[src/rtl/layer_read_compositor_if.sv]
// Read port between the compositor and the three layer framebuffers.
interface layer_read_compositor_if #(
    parameter int ADDR_W = 19
) ();
    // Strobe-only port with no valid/ready pair: each clock with rd_en high is one read of rd_addr
    // that the memories always accept, and l1/l2/l3_data carry that address's words MEM_LAT clocks later.
    logic              rd_en;
    logic [ADDR_W-1:0] rd_addr;
    logic [12:0]       l1_data;
    logic [12:0]       l2_data;
    logic [12:0]       l3_data;

    modport master (output rd_en, rd_addr, input l1_data, l2_data, l3_data);
    modport slave  (input rd_en, rd_addr, output l1_data, l2_data, l3_data);
endinterface

[src/rtl/layer_read_compositor.sv]
// Display-side layer reader: one framebuffer read per pixel, layer merge plus cursor outline,
// with the syncs and frame marker delayed to stay aligned with the returned pixel data.
module layer_read_compositor #(
    parameter int          H_RES     = 640,
    parameter int          V_RES     = 480,
    parameter int          ADDR_W    = 19,
    parameter int          MEM_LAT   = 1,
    parameter logic [11:0] BG_COLOR  = 12'h000,
    parameter logic [11:0] CUR_COLOR = 12'hFFF,
    parameter logic        SYNC_IDLE = 1'b1
) (
    input  logic                          clk,
    input  logic                          reset_n,
    input  logic                          video_on,
    input  logic                          hsync_in,
    input  logic                          vsync_in,
    input  logic [9:0]                    x,
    input  logic [9:0]                    y,
    input  logic [9:0]                    cursor_x,
    input  logic [9:0]                    cursor_y,
    input  logic [1:0]                    cursor_size,
    input  logic [2:0]                    show_layer,
    layer_read_compositor_if.master       mem,
    output logic [11:0]                   rgb_out,
    output logic                          hsync_out,
    output logic                          vsync_out,
    output logic                          frame_start
);
    generate
        if (MEM_LAT < 1 || MEM_LAT > 3) begin : g_bad_mem_lat
            $error("layer_read_compositor: MEM_LAT must be in 1..3");
        end
    endgenerate

    localparam int                DL    = MEM_LAT + 1;
    localparam logic [10:0]       H_LIM = 11'(H_RES);
    localparam logic [10:0]       V_LIM = 11'(V_RES);
    localparam logic [ADDR_W-1:0] H_MUL = ADDR_W'(H_RES);

    logic        a_range, a_hit, a_origin, in_box, on_edge;
    logic [10:0] x11, y11, cx11, cy11, size_s, cx_end, cy_end;

    // Cursor bounds live in 11 bits so a box hanging off the right/bottom edge clips instead of wrapping.
    always_comb begin
        x11  = {1'b0, x};
        y11  = {1'b0, y};
        cx11 = {1'b0, cursor_x};
        cy11 = {1'b0, cursor_y};
        case (cursor_size)
            2'b00:   size_s = 11'd4;
            2'b01:   size_s = 11'd8;
            2'b10:   size_s = 11'd20;
            default: size_s = 11'd0;
        endcase
        cx_end   = cx11 + size_s;
        cy_end   = cy11 + size_s;
        in_box   = (cursor_size != 2'b11) && (x11 >= cx11) && (x11 < cx_end)
                   && (y11 >= cy11) && (y11 < cy_end);
        on_edge  = (x11 == cx11) || (x11 == cx_end - 11'd1)
                   || (y11 == cy11) || (y11 == cy_end - 11'd1);
        a_hit    = in_box && on_edge;
        a_range  = video_on && (x11 < H_LIM) && (y11 < V_LIM);
        a_origin = a_range && (x == 10'd0) && (y == 10'd0);
    end

    // Side information rides alongside the memory read; stage DL-1 lines up with the returned words.
    logic [DL-1:0] dl_range, dl_hit, dl_hs, dl_vs, dl_org;
    logic [2:0]    dl_show [DL];

    always_ff @(posedge clk or negedge reset_n) begin
        if (!reset_n) begin
            mem.rd_en   <= 1'b0;
            mem.rd_addr <= '0;
            dl_range    <= '0;
            dl_hit      <= '0;
            dl_hs       <= {DL{SYNC_IDLE}};
            dl_vs       <= {DL{SYNC_IDLE}};
            dl_org      <= '0;
            for (int i = 0; i < DL; i++) dl_show[i] <= '0;
        end else begin
            mem.rd_en   <= a_range;
            mem.rd_addr <= a_range ? (ADDR_W'(y) * H_MUL + ADDR_W'(x)) : '0;
            dl_range    <= {dl_range[DL-2:0], a_range};
            dl_hit      <= {dl_hit[DL-2:0], a_hit};
            dl_hs       <= {dl_hs[DL-2:0], hsync_in};
            dl_vs       <= {dl_vs[DL-2:0], vsync_in};
            dl_org      <= {dl_org[DL-2:0], a_origin};
            dl_show[0]  <= show_layer;
            for (int i = 1; i < DL; i++) dl_show[i] <= dl_show[i-1];
        end
    end

    logic [11:0] px;
    logic [2:0]  show_c;

    always_comb begin
        show_c = dl_show[DL-1];
        px     = BG_COLOR;
        if (!dl_range[DL-1])                    px = 12'h000;
        else if (dl_hit[DL-1])                  px = CUR_COLOR;
        else if (mem.l3_data[12] && show_c[2])  px = mem.l3_data[11:0];
        else if (mem.l2_data[12] && show_c[1])  px = mem.l2_data[11:0];
        else if (mem.l1_data[12] && show_c[0])  px = mem.l1_data[11:0];
    end

    always_ff @(posedge clk or negedge reset_n) begin
        if (!reset_n) begin
            rgb_out     <= 12'h000;
            hsync_out   <= SYNC_IDLE;
            vsync_out   <= SYNC_IDLE;
            frame_start <= 1'b0;
        end else begin
            rgb_out     <= px;
            hsync_out   <= dl_hs[DL-1];
            vsync_out   <= dl_vs[DL-1];
            frame_start <= dl_org[DL-1];
        end
    end
endmodule

[src/flat_wrapper.sv]
// flat-port wrapper written by rule: the top's interface ports become plain ports
module layer_read_compositor_flat 
#(
    parameter int          H_RES     = 640,
    parameter int          V_RES     = 480,
    parameter int          ADDR_W    = 19,
    parameter int          MEM_LAT   = 1,
    parameter logic [11:0] BG_COLOR  = 12'h000,
    parameter logic [11:0] CUR_COLOR = 12'hFFF,
    parameter logic        SYNC_IDLE = 1'b1
)
  (clk, reset_n, video_on, hsync_in, vsync_in, x, y, cursor_x, cursor_y, cursor_size, show_layer, rgb_out, hsync_out, vsync_out, frame_start, mem_rd_en, mem_rd_addr, mem_l1_data, mem_l2_data, mem_l3_data);
  layer_read_compositor_if #(.ADDR_W(ADDR_W)) mem_i ();
  input  logic clk;
  input  logic reset_n;
  input  logic video_on;
  input  logic hsync_in;
  input  logic vsync_in;
  input  logic [9:0] x;
  input  logic [9:0] y;
  input  logic [9:0] cursor_x;
  input  logic [9:0] cursor_y;
  input  logic [1:0] cursor_size;
  input  logic [2:0] show_layer;
  output logic [11:0] rgb_out;
  output logic hsync_out;
  output logic vsync_out;
  output logic frame_start;
  output wire logic [$bits(mem_i.rd_en)-1:0] mem_rd_en;
  output wire logic [$bits(mem_i.rd_addr)-1:0] mem_rd_addr;
  input wire logic [$bits(mem_i.l1_data)-1:0] mem_l1_data;
  input wire logic [$bits(mem_i.l2_data)-1:0] mem_l2_data;
  input wire logic [$bits(mem_i.l3_data)-1:0] mem_l3_data;
  assign mem_rd_en = mem_i.rd_en;
  assign mem_rd_addr = mem_i.rd_addr;
  assign mem_i.l1_data = mem_l1_data;
  assign mem_i.l2_data = mem_l2_data;
  assign mem_i.l3_data = mem_l3_data;
  layer_read_compositor #(.H_RES(H_RES), .V_RES(V_RES), .ADDR_W(ADDR_W), .MEM_LAT(MEM_LAT), .BG_COLOR(BG_COLOR), .CUR_COLOR(CUR_COLOR), .SYNC_IDLE(SYNC_IDLE)) u_core (.clk(clk), .reset_n(reset_n), .video_on(video_on), .hsync_in(hsync_in), .vsync_in(vsync_in), .x(x), .y(y), .cursor_x(cursor_x), .cursor_y(cursor_y), .cursor_size(cursor_size), .show_layer(show_layer), .mem(mem_i), .rgb_out(rgb_out), .hsync_out(hsync_out), .vsync_out(vsync_out), .frame_start(frame_start));
endmodule
[config.mk]
export PLATFORM = sky130hd
export DESIGN_NAME = layer_read_compositor_flat
export DESIGN_NICKNAME = d
export VERILOG_FILES = /design/src/rtl/layer_read_compositor_if.sv /design/src/rtl/layer_read_compositor.sv /design/src/flat_wrapper.sv
export SDC_FILE = /design/constraint.sdc
export NUM_CORES = 1
export LEC_CHECK = 0
export CELL_PAD_IN_SITES_DETAIL_PLACEMENT = 0
export CELL_PAD_IN_SITES_GLOBAL_PLACEMENT = 1
export CORE_AREA = 4 4 162 86
export DETAILED_ROUTE_END_ITERATION = 10
export DIE_AREA = 0 0 166 90
export GPL_TIMING_DRIVEN = 0
export HOLD_SLACK_MARGIN = 0.03
export PLACE_DENSITY = 0.93
export SLEW_MARGIN = 20
export SYNTH_ARGS = -nofsm -noshare
export SYNTH_HDL_FRONTEND = slang
export SYNTH_SLANG_ARGS = --single-unit
[constraint.sdc]
create_clock -name clk -period 1.7 [get_ports clk]
set_input_delay 0.51 -clock clk [delete_from_list [all_inputs] [get_ports clk]]
set_output_delay 0.51 -clock clk [all_outputs]
set_load 0.02 [all_outputs]
==> summary.txt <==
Outcome
  – Status: complete, but fails checks
  – Violated checks: negative setup slack

Power
  – Peak VDD IR: 397.5 µV
  – Pwr Total: 4.096 mW
  – Pwr per Cell Area: 590.4 nW/µm²
  – Static Leak: 3.171 nW

Clocking
  – CTS Buf Count: 5
  – Clk_lat worst skew: 280 ps
  – CTS Hold Bufs: 0
  – Clock Tree Buf Depth: 2
  – Htree depth: 2
  – Num Clock Sinks: 50
  – CTS tree: done
  – Root Driver: clkbuf_16
  – Worst-path clk slew: 60 ps

Floorplan
  – Die Area: 14940 µm²
  – # rows: 29
  – Top Ports: 124
  – Core area: 12450 µm²
  – Die height: 90 µm
  – Die width: 166 µm
  – Initial Utilization: 36.50%

Critical path
  – CP Capture Type: flop
  – Arr. time, crit path: 3500 ps
  – Setup crit start kind: input port
  – Critical Path Most Common Cell: ha_4
  – Crit. Startpoint: cursor_x[2]
  – FF-to-FF Start: u_core.show_c[1]
  – Max incr delay on CP: 380 ps
  – Worst r2r path cells: 6
  – Worst path required time: 1890 ps
  – Reg2reg setup slack: 390 ps
  – Setup crit end: u_core.dl_hit[0]
  – Crit path cell chain: clkdlybuf4s15_2, ha_4, ha_4, nor2b_4, or2_4, o311ai_4, ha_4, o21a_1, o2111ai_2, nand2_1, maj3_2, a311oi_4, o2111ai_2, o2bb2ai_2
  – WS Path Type: in2reg
  – Crit. path cell count: 14
  – CP top delay family: compound AO/OA/AOI/OAI gates
  – CP Max Fanout: 6
  – CP max stage cell: o311ai_4
  – Worst Path Buf+Inv: 1
  – RR Endpoint: u_core.rgb_out[10]

STA
  – Final period util: 194.5%
  – Hold Violations, Final: 0
  – Final Critical Period: 3307 ps
  – Fin. max-slew vios: 0
  – Clock Skew: 6.679 ps
  – Tightest Pin Transition: 622.8 ps
  – RSZ-0062 raised after global routing: yes
  – Final worst-path setup slack: -1607 ps
  – Setup Viol. Count Final: 8
  – Max Clock Freq: 302.4 MHz
  – Slew margin rel.: 58.09%

Global route
  – Global-route usage over all layers: 17.41%
  – Antenna violations before repair: 0
  – First-pass GRT wire length: 22160 µm
  – Number of global-route vias before repair: 4437
  – Largest net degree at the start of global routing: 31
  – GRT Residual Overflow: 0

Route
  – Antenna-violating nets left: 0
  – Vias per inst: 5.251
  – DRT Wirelength: 13700 µm
  – Remaining DRCs: 0
  – Initial DRC Count: 164
  – WL/cell: 16.46 µm
  – DR pass1 iterations: 4
  – DR vias: 4369

Logic synthesis
  – Synth cell types: 63
  – Syn Nets: 655
  – Asr flop ratio synth: 100.0%
  – Synth Cell Area: 4543 µm²
  – Synth warnings: 0
  – Synth Instances: 504
  – Register bit total from synthesis: 50
  – Synth Flop Type: dfrtp_1
  – Post-synth EDFFs: 0
  – Syn_area_per_cell: 9.014 µm²
  – Sequential area share after synthesis: 27.71%

Cells and area
  – Layout net count: 812
  – Final instance area: 6938 µm²
  – Filler cell count: 1078
  – # diodes: 0
  – Area grow syn2layout: 52.71%
  – Share of cells above drive strength 1: 24.32%

Placement
  – Routability Congestion: 0.8884
  – Final HPWL from detailed placement: 10320 µm
  – Area after DPL: 6126 µm²
  – Port Buffers: 120

Hold path
  – Type of the worst min-delay path: in2async

Flow run
  – Number of max-cap violations: 0
## per-layer routing
layer | wire, µm | up-vias | track usage, % | share of wire, %
li1 | - | 2150 | - | -
met1 | 6113 | 2056 | 23.00 | 45
met2 | 6625 | 147 | 29.95 | 48
met3 | 764 | 16 | 2.980 | 5.6
met4 | 193 | 0 | 3.981 | 1.4
met5 | 0 | - | 0 | 0
## cell usage in the layout (no fill, tap or decap), drive strengths merged, types with 4 or more instances in the layout
cell type / count
clkdlybuf4s50: 65
o21ai: 9
a31oi: 5
nand3: 9
nor3: 14
o21a: 15
nand2: 21
mux2i: 6
nor2b: 11
a21o: 13
ha: 60
dfstp: 6
nand2b: 8
dlygate4sd2: 37
a22oi: 15
and2: 11
a21oi: 28
inv: 41
buf: 47
xor2: 8
nor2: 36
a211oi: 7
nand4: 12
xnor2: 39
nor4: 10
and3: 7
clkbuf: 17
o211ai: 7
dfrtp: 44
o2111ai: 4
## cells in the mapped netlist (2+ instances only)
cell / n / area, µm²
fa_1: 2 / 40.04
nand3_1: 8 / 40.04
and3_1: 7 / 43.79
xnor2_2: 2 / 32.53
buf_4: 2 / 15.01
clkbuf_1: 10 / 37.54
xor2_1: 8 / 70.07
nor2b_1: 11 / 68.82
nor3_1: 14 / 70.07
o211ai_1: 7 / 52.55
or4_1: 2 / 15.01
o2111ai_1: 4 / 35.03
and2_1: 11 / 68.82
o211a_1: 2 / 20.02
mux2i_1: 6 / 60.06
nand2b_1: 8 / 50.05
nand2_1: 21 / 78.83
a21oi_1: 28 / 140.1
xnor2_1: 37 / 324.1
dfrtp_1: 44 / 1101
o21a_1: 15 / 112.6
a22oi_1: 15 / 112.6
ha_1: 60 / 750.7
o21ai_0: 8 / 40.04
buf_2: 2 / 10.01
nor2_1: 36 / 135.1
nor4_1: 10 / 62.56
o21bai_1: 3 / 22.52
a21o_1: 13 / 97.59
or2_2: 2 / 12.51
or3_1: 3 / 18.77
a211oi_1: 6 / 45.04
a2111oi_0: 3 / 26.28
nor3b_1: 2 / 15.01
a31oi_1: 5 / 31.28
a311o_1: 3 / 30.03
a311oi_1: 2 / 17.52
inv_1: 41 / 153.9
dfstp_2: 6 / 157.7
nand4_1: 12 / 75.07
## registers in the layout, summed over array words and instances (netlist names), 3 cells and up
name and cells:
u_core.mem.rd_addr 19, u_core.show_c 3, u_core.rgb_out 12, u_core.dl_show 3
## kinds of logic (layout without fill, tap and decap cells)
| group | count (synthesis) | in the layout | share of synthesized area [%] |
|---|---|---|---|
| compound gates | 128 | 128 | 20.44 |
| xor+xnor | 48 | 48 | 9.887 |
| fa+ha+maj | 63 | 63 | 17.63 |
| buf+inv | 55 | 213 | 4.765 |
| flops | 50 | 50 | 27.71 |
| mux | 6 | 6 | 1.322 |
| simple gates | 154 | 154 | 18.26 |
## area by class of cell
class	count	area [µm²]	area share [%]
Clock inverter	2	16.27	0.2344
Inverter	41	157.7	2.272
Tap cell	170	212.7	3.066
Buffer	13	95.09	1.371
Multi-Input combinational cell	399	3633	52.37
Clock buffer	6	138.9	2.002
Timing Repair Buffer	151	1425	20.54
Sequential cell	50	1259	18.14
## what timing repair did
item	CTS	global route
pin swaps	35	20
cloned	0	0
endpoints found under the setup margin	65	21
resized for setup	189	43
hold endpoints to repair	0	0
buffers inserted	24	8
## worst min path at each step
stage / startpoint / slack [ps] / to / cells past startpoint
after global routing: reset_n / 200 / u_core.frame_start / 1
after CTS: reset_n / 180 / u_core.frame_start / 1
after floorplan: reset_n / 210 / u_core.dl_hit[0] / 0
after global placement: u_core.dl_show[3] / 330 / u_core.show_c[0] / 0
final: reset_n / 170 / u_core.frame_start / 1
after detailed placement: u_core.dl_show[3] / 330 / u_core.show_c[0] / 0
## where the power goes
part / total [mW] / internal, mW / leakage, nW / switching (mW)
registers: 1.25 / 1.24 / 0.655 / 0.0111
clock network: 0.996 / 0.590 / 0.0735 / 0.407
logic: 1.85 / 0.937 / 2.44 / 0.909
## metrics by stage
| step | hold WS, ps | setup slack (ps) | cells | TNS, ps | utilization, % |
|---|---|---|---|---|---|
| finish | 168.5 | -1607 | 832 | -4873 | 55.75 |
| global route | 200.5 | -1728 | 832 | -5607 | 55.75 |
| CTS | 177.5 | -1594 | 826 | -4751 | 54.28 |
| detailed placement | 334.7 | -2868 | 795 | -24260 | 49.22 |
| global placement | 332.1 | -2803 | 794 | -79660 | 49.10 |
| floorplan | 214.4 | -1760 | 504 | -5257 | - |
(Power assumes the default switching activity.)
